**src/rtl/cordic_rotate_iter.sv**
```systemverilog
// Iterative rotation-mode CORDIC: one micro-rotation per clock through three shared ripple adders.
// Optional quadrant pre-rotation stage is compiled in with `define CORDIC_QUAD_EN.

module fullAdder32b (
  input  logic [31:0] i_a,
  input  logic [31:0] i_b,
  input  logic        i_cin,
  output logic [31:0] o_sum,
  output logic        o_cout
);
  logic w_c;

  always_comb begin
    w_c   = i_cin;
    o_sum = '0;
    for (int k = 0; k < 32; k++) begin
      o_sum[k] = i_a[k] ^ i_b[k] ^ w_c;
      w_c      = (i_a[k] & i_b[k]) | (w_c & (i_a[k] ^ i_b[k]));
    end
    o_cout = w_c;
  end
endmodule

module cordic_rotate_iter #(
  parameter int ITER = 16
) (
  input  logic        clk,
  input  logic        rst,
  input  logic        start,
  input  logic [31:0] x_in,
  input  logic [31:0] y_in,
  input  logic [31:0] z_in,
  output logic        busy,
  output logic        done,
  output logic [31:0] x_out,
  output logic [31:0] y_out,
  output logic [31:0] z_out,
  output logic [1:0]  o_dbg_state
);
  // Handshake: start is sampled on a rising edge while the FSM sits in IDLE;
  // busy is high from that edge until the edge ending the done cycle, and
  // done is a one-cycle pulse during which x_out/y_out/z_out are valid.

  typedef enum logic [1:0] {
    S_IDLE = 2'd0,
`ifdef CORDIC_QUAD_EN
    S_PRE  = 2'd1,
`endif
    S_ROT  = 2'd2,
    S_OUT  = 2'd3
  } state_t;

  localparam logic [4:0] LAST = 5'(ITER - 1);

`ifdef CORDIC_QUAD_EN
  localparam logic signed [31:0] HALF_PI     = 32'sh3243F6A8;
  localparam logic signed [31:0] NEG_HALF_PI = -32'sh3243F6A8;
`endif

  // atan(2^-i) in Q3.29, rounded to nearest
  function automatic logic [31:0] atan_rom(input logic [4:0] idx);
    case (idx)
      5'd0:  return 32'h1921FB54;
      5'd1:  return 32'h0ED63383;
      5'd2:  return 32'h07D6DD7E;
      5'd3:  return 32'h03FAB753;
      5'd4:  return 32'h01FF55BB;
      5'd5:  return 32'h00FFEAAE;
      5'd6:  return 32'h007FFD55;
      5'd7:  return 32'h003FFFAB;
      5'd8:  return 32'h001FFFF5;
      5'd9:  return 32'h000FFFFF;
      5'd10: return 32'h00080000;
      5'd11: return 32'h00040000;
      5'd12: return 32'h00020000;
      5'd13: return 32'h00010000;
      5'd14: return 32'h00008000;
      5'd15: return 32'h00004000;
      5'd16: return 32'h00002000;
      5'd17: return 32'h00001000;
      5'd18: return 32'h00000800;
      5'd19: return 32'h00000400;
      5'd20: return 32'h00000200;
      5'd21: return 32'h00000100;
      5'd22: return 32'h00000080;
      5'd23: return 32'h00000040;
      5'd24: return 32'h00000020;
      5'd25: return 32'h00000010;
      5'd26: return 32'h00000008;
      5'd27: return 32'h00000004;
      5'd28: return 32'h00000002;
      5'd29: return 32'h00000001;
      default: return 32'h00000000;
    endcase
  endfunction

  state_t      r_state;
  logic [31:0] r_x, r_y, r_z;
  logic [4:0]  r_iter;

  logic        w_dir_pos;
  logic [31:0] w_x_sh, w_y_sh, w_atan;
  logic [31:0] w_x_a, w_x_b, w_y_a, w_y_b, w_z_a, w_z_b;
  logic        w_x_c, w_y_c, w_z_c;
  logic [31:0] w_x_sum, w_y_sum, w_z_sum;
  logic [2:0]  w_cout_unused;

  assign w_dir_pos   = ~r_z[31];
  assign w_x_sh      = $signed(r_x) >>> r_iter;
  assign w_y_sh      = $signed(r_y) >>> r_iter;
  assign w_atan      = atan_rom(r_iter);
  assign o_dbg_state = r_state;

  // Adder operand steering; subtraction is a + ~b with carry-in 1
  always_comb begin
    w_x_a = r_x; w_x_b = '0; w_x_c = 1'b0;
    w_y_a = r_y; w_y_b = '0; w_y_c = 1'b0;
    w_z_a = r_z; w_z_b = '0; w_z_c = 1'b0;
    case (r_state)
      S_ROT: begin
        w_x_b = w_dir_pos ? ~w_y_sh : w_y_sh;
        w_x_c = w_dir_pos;
        w_y_b = w_dir_pos ? w_x_sh : ~w_x_sh;
        w_y_c = ~w_dir_pos;
        w_z_b = w_dir_pos ? ~w_atan : w_atan;
        w_z_c = w_dir_pos;
      end
`ifdef CORDIC_QUAD_EN
      S_PRE: begin
        if ($signed(r_z) > HALF_PI) begin
          w_x_a = '0;  w_x_b = ~r_y; w_x_c = 1'b1;
          w_y_a = r_x;
          w_z_b = ~HALF_PI; w_z_c = 1'b1;
        end else if ($signed(r_z) < NEG_HALF_PI) begin
          w_x_a = r_y;
          w_y_a = '0;  w_y_b = ~r_x; w_y_c = 1'b1;
          w_z_b = HALF_PI;
        end
      end
`endif
      default: ;
    endcase
  end

  fullAdder32b u_add_x (.i_a(w_x_a), .i_b(w_x_b), .i_cin(w_x_c), .o_sum(w_x_sum), .o_cout(w_cout_unused[0]));
  fullAdder32b u_add_y (.i_a(w_y_a), .i_b(w_y_b), .i_cin(w_y_c), .o_sum(w_y_sum), .o_cout(w_cout_unused[1]));
  fullAdder32b u_add_z (.i_a(w_z_a), .i_b(w_z_b), .i_cin(w_z_c), .o_sum(w_z_sum), .o_cout(w_cout_unused[2]));

  always_ff @(posedge clk or posedge rst) begin
    if (rst) begin
      r_state <= S_IDLE;
      r_x     <= '0;
      r_y     <= '0;
      r_z     <= '0;
      r_iter  <= '0;
      busy    <= 1'b0;
      done    <= 1'b0;
      x_out   <= '0;
      y_out   <= '0;
      z_out   <= '0;
    end else begin
      done <= 1'b0;
      case (r_state)
        S_IDLE: begin
          if (start) begin
            r_x    <= x_in;
            r_y    <= y_in;
            r_z    <= z_in;
            r_iter <= '0;
            busy   <= 1'b1;
`ifdef CORDIC_QUAD_EN
            r_state <= S_PRE;
`else
            r_state <= S_ROT;
`endif
          end else begin
            busy <= 1'b0;
          end
        end
`ifdef CORDIC_QUAD_EN
        S_PRE: begin
          r_x     <= w_x_sum;
          r_y     <= w_y_sum;
          r_z     <= w_z_sum;
          r_state <= S_ROT;
        end
`endif
        S_ROT: begin
          r_x <= w_x_sum;
          r_y <= w_y_sum;
          r_z <= w_z_sum;
          if (r_iter == LAST) r_state <= S_OUT;
          else                r_iter  <= r_iter + 5'd1;
        end
        S_OUT: begin
          x_out   <= r_x;
          y_out   <= r_y;
          z_out   <= r_z;
          done    <= 1'b1;
          r_state <= S_IDLE;
        end
        default: r_state <= S_IDLE;
      endcase
    end
  end
endmodule

```
**config.mk**
```make
export PLATFORM = sky130hd
export DESIGN_NAME = cordic_rotate_iter
export DESIGN_NICKNAME = d
export VERILOG_FILES = /design/src/rtl/cordic_rotate_iter.sv
export SDC_FILE = /design/constraint.sdc
export NUM_CORES = 1
export LEC_CHECK = 0
export CAP_MARGIN = 20
export CORE_MARGIN = 2
export CORE_UTILIZATION = 45
export CTS_BUF_LIST = sky130_fd_sc_hd__clkbuf_8
export DETAILED_ROUTE_END_ITERATION = 6
export PLACE_DENSITY = 0.69
export SLEW_MARGIN = 10
export SYNTH_ARGS = -nofsm -noshare
export SYNTH_HDL_FRONTEND = slang
export SYNTH_HIERARCHICAL = 1
export SYNTH_SLANG_ARGS = --single-unit
export TNS_END_PERCENT = 50
```
**constraint.sdc**
```tcl
create_clock -name clk -period 16.5 [get_ports clk]
set_input_delay 2.475 -clock clk [delete_from_list [all_inputs] [get_ports clk]]
set_output_delay 2.475 -clock clk [all_outputs]
set_load 0.05 [all_outputs]
```
==> reports/results.ini <==
[sta]
rsz0062_at_grt=false
setup_violations=0
finalCritPeriodShare=0.959
tightest_slew_ns=1.10
final-hold-violation-count=0
finalCriticalPeriod_ns=15.83
relSlewSlack=0.264
finalClockSkew_ns=0.0392
max_freq_mhz=63.2
tns_ns=0
slew_viol_final=0

[place]
routabilityCongestion=0.991
hpwl_um=38900
placedCellCount=2185
io_buffers=198

[detailed_routing]
drc=0
wl_per_cell_um=23.4
ant_nets=0
post_drt_via_cell_ratio=5.98
dr.pass1.iters=6
vias=13400
drt_iter0_markers=1195
wirelength_um=52400

[min_path]
min_to=y_out[31]$_DFFE_PP0P_
min_path_type=reg2reg
min-delay-start=y_out[31]$_DFFE_PP0P_
whs_path_depth=2

[worst_setup_path]
rrSetupSlack_ns=0.67
reg2reg_depth=43
cp-start-kind=register
critical-path-top-delay-family=adder cells
critPathLaunch=r_iter[0]$_DFFE_PP0P_
worstReg2RegEnd=r_x[31]$_DFFE_PP0P_
critical_path_class=reg2reg
slowest_delay_ns=1.14
rr_startpoint=r_iter[0]$_DFFE_PP0P_
critical-path-slowest-cell=dfrtp_4
crit_path_end_kind=register
crit_fanout=72
crit_arrival_ns=16.31
cp.required_ns=16.98
path_buf_inv=4
cpMostUsedCell=fa_1

[flow_run]
maxCapViolations=0

[finish]
regArea_sq_um=5030
nets=1982
antenna_cells=0
multi_input_area_sq_um=9700
post-route-util=0.549
drive_above_1_share=0.139
final_cells=2244
n_fill_cell=3071
area_growth_syn_to_layout_pct=19.8

[floorplan]
die_width_um=189
die_area_sq_um=35800
core-area_sq_um=33700
die_h_um=189
rows=67
io_pins=199
start_util=0.458

[clock_tree]
htreeDepth=2
post_cts_resized=0
cts_root_buf=clkbuf_8
numCtsBuffers=36
clk_path_buf_depth=3
post_cts_buffers=0
cts_tree=done
path_clk_slew_ns=0.07
holdBufCountCts=0
cts.sinks=201
clock_latency_ns=0.56

[logic_synthesis]
synth_area_per_cell_sq_um=9.46
syn-num-nets=1839
ys_warn_count=6
synth_cells=1633
syn_area_sq_um=15400

[global_route]
grt_util_all_layers=0.295
antenna_found_initial=0
grt_max_degree=133
grt_overflow=0
grt_pass1_wl_um=81800
grt_pass1_vias=13600

[outcome]
status=finished, final reports clean

[placed cells by master (no fill, tap or decap), drive strengths merged, types with 46 or more instances in the layout]
cell,n
mux2i,98
inv,50
mux2,126
buf,46
nand2,254
fa,96
xnor2,46
dfrtp,201
o21ai,47
a31oi,96
a21oi,46
nor2,183
clkdlybuf4s50,198
[per-stage QoR]
stage / setup WS (ns) / area [sq um] / hold slack (ns)
2_1_floorplan: 2.23 / 15400 / 0.503
3_3_place_gp: 1.11 / 17800 / 0.465
3_5_place_dp: 0.919 / 17800 / 0.474
4_1_cts: 0.846 / 18500 / 0.486
5_1_grt: 0.265 / 18500 / 0.510
6_report: 0.672 / 18500 / 0.482
[registers in the layout, indices dropped and copies added, names as in the netlist]
register and flops:
x_out 32, busy 1, r_z 32, y_out 32, z_out 32, done 1, o_dbg_state 2, r_y 32
r_x 32, r_iter 5
[metal layers]
metal | global-route usage | share of wire
met5 | 0 | 0
met4 | 0.0912 | 0.032
met3 | 0.0463 | 0.069
met2 | 0.486 | 0.47
met1 | 0.402 | 0.43
[area by class of cell]
cell class                      count  area share
Clock buffer                       44      0.0327
Clock inverter                     14     0.00474
Inverter                           42     0.00893
Multi-Input combinational cell   1251       0.524
Sequential cell                   201       0.272
Tap cell                          448      0.0303
Timing Repair Buffer              244       0.127
[worst register-to-register path: cells and delay by family (launching register included)]
kind	cells	cell delay [ns]
adders and majority gates	32	12.72
muxes	3	1.20
DFF	1	1.14
AOI/OAI and AO/OA	3	0.37
buffers and inverters	4	0.25
and+or+nand+nor	1	0.04
[worst max-delay path by stage]
stage | end | slack [ns] | cells past startpoint
6_report | r_x[31]$_DFFE_PP0P_ | 0.67 | 43
5_1_grt | r_x[31]$_DFFE_PP0P_ | 0.26 | 43
4_1_cts | r_x[31]$_DFFE_PP0P_ | 0.85 | 43
3_5_place_dp | r_x[31]$_DFFE_PP0P_ | 0.92 | 43
3_3_place_gp | r_y[31]$_DFFE_PP0P_ | 1.11 | 44
2_1_floorplan | r_x[31]$_DFFE_PP0P_ | 2.23 | 46
Power is not shown: default switching activity piles up to over one toggle a cycle in this logic, so the estimate is an artifact.
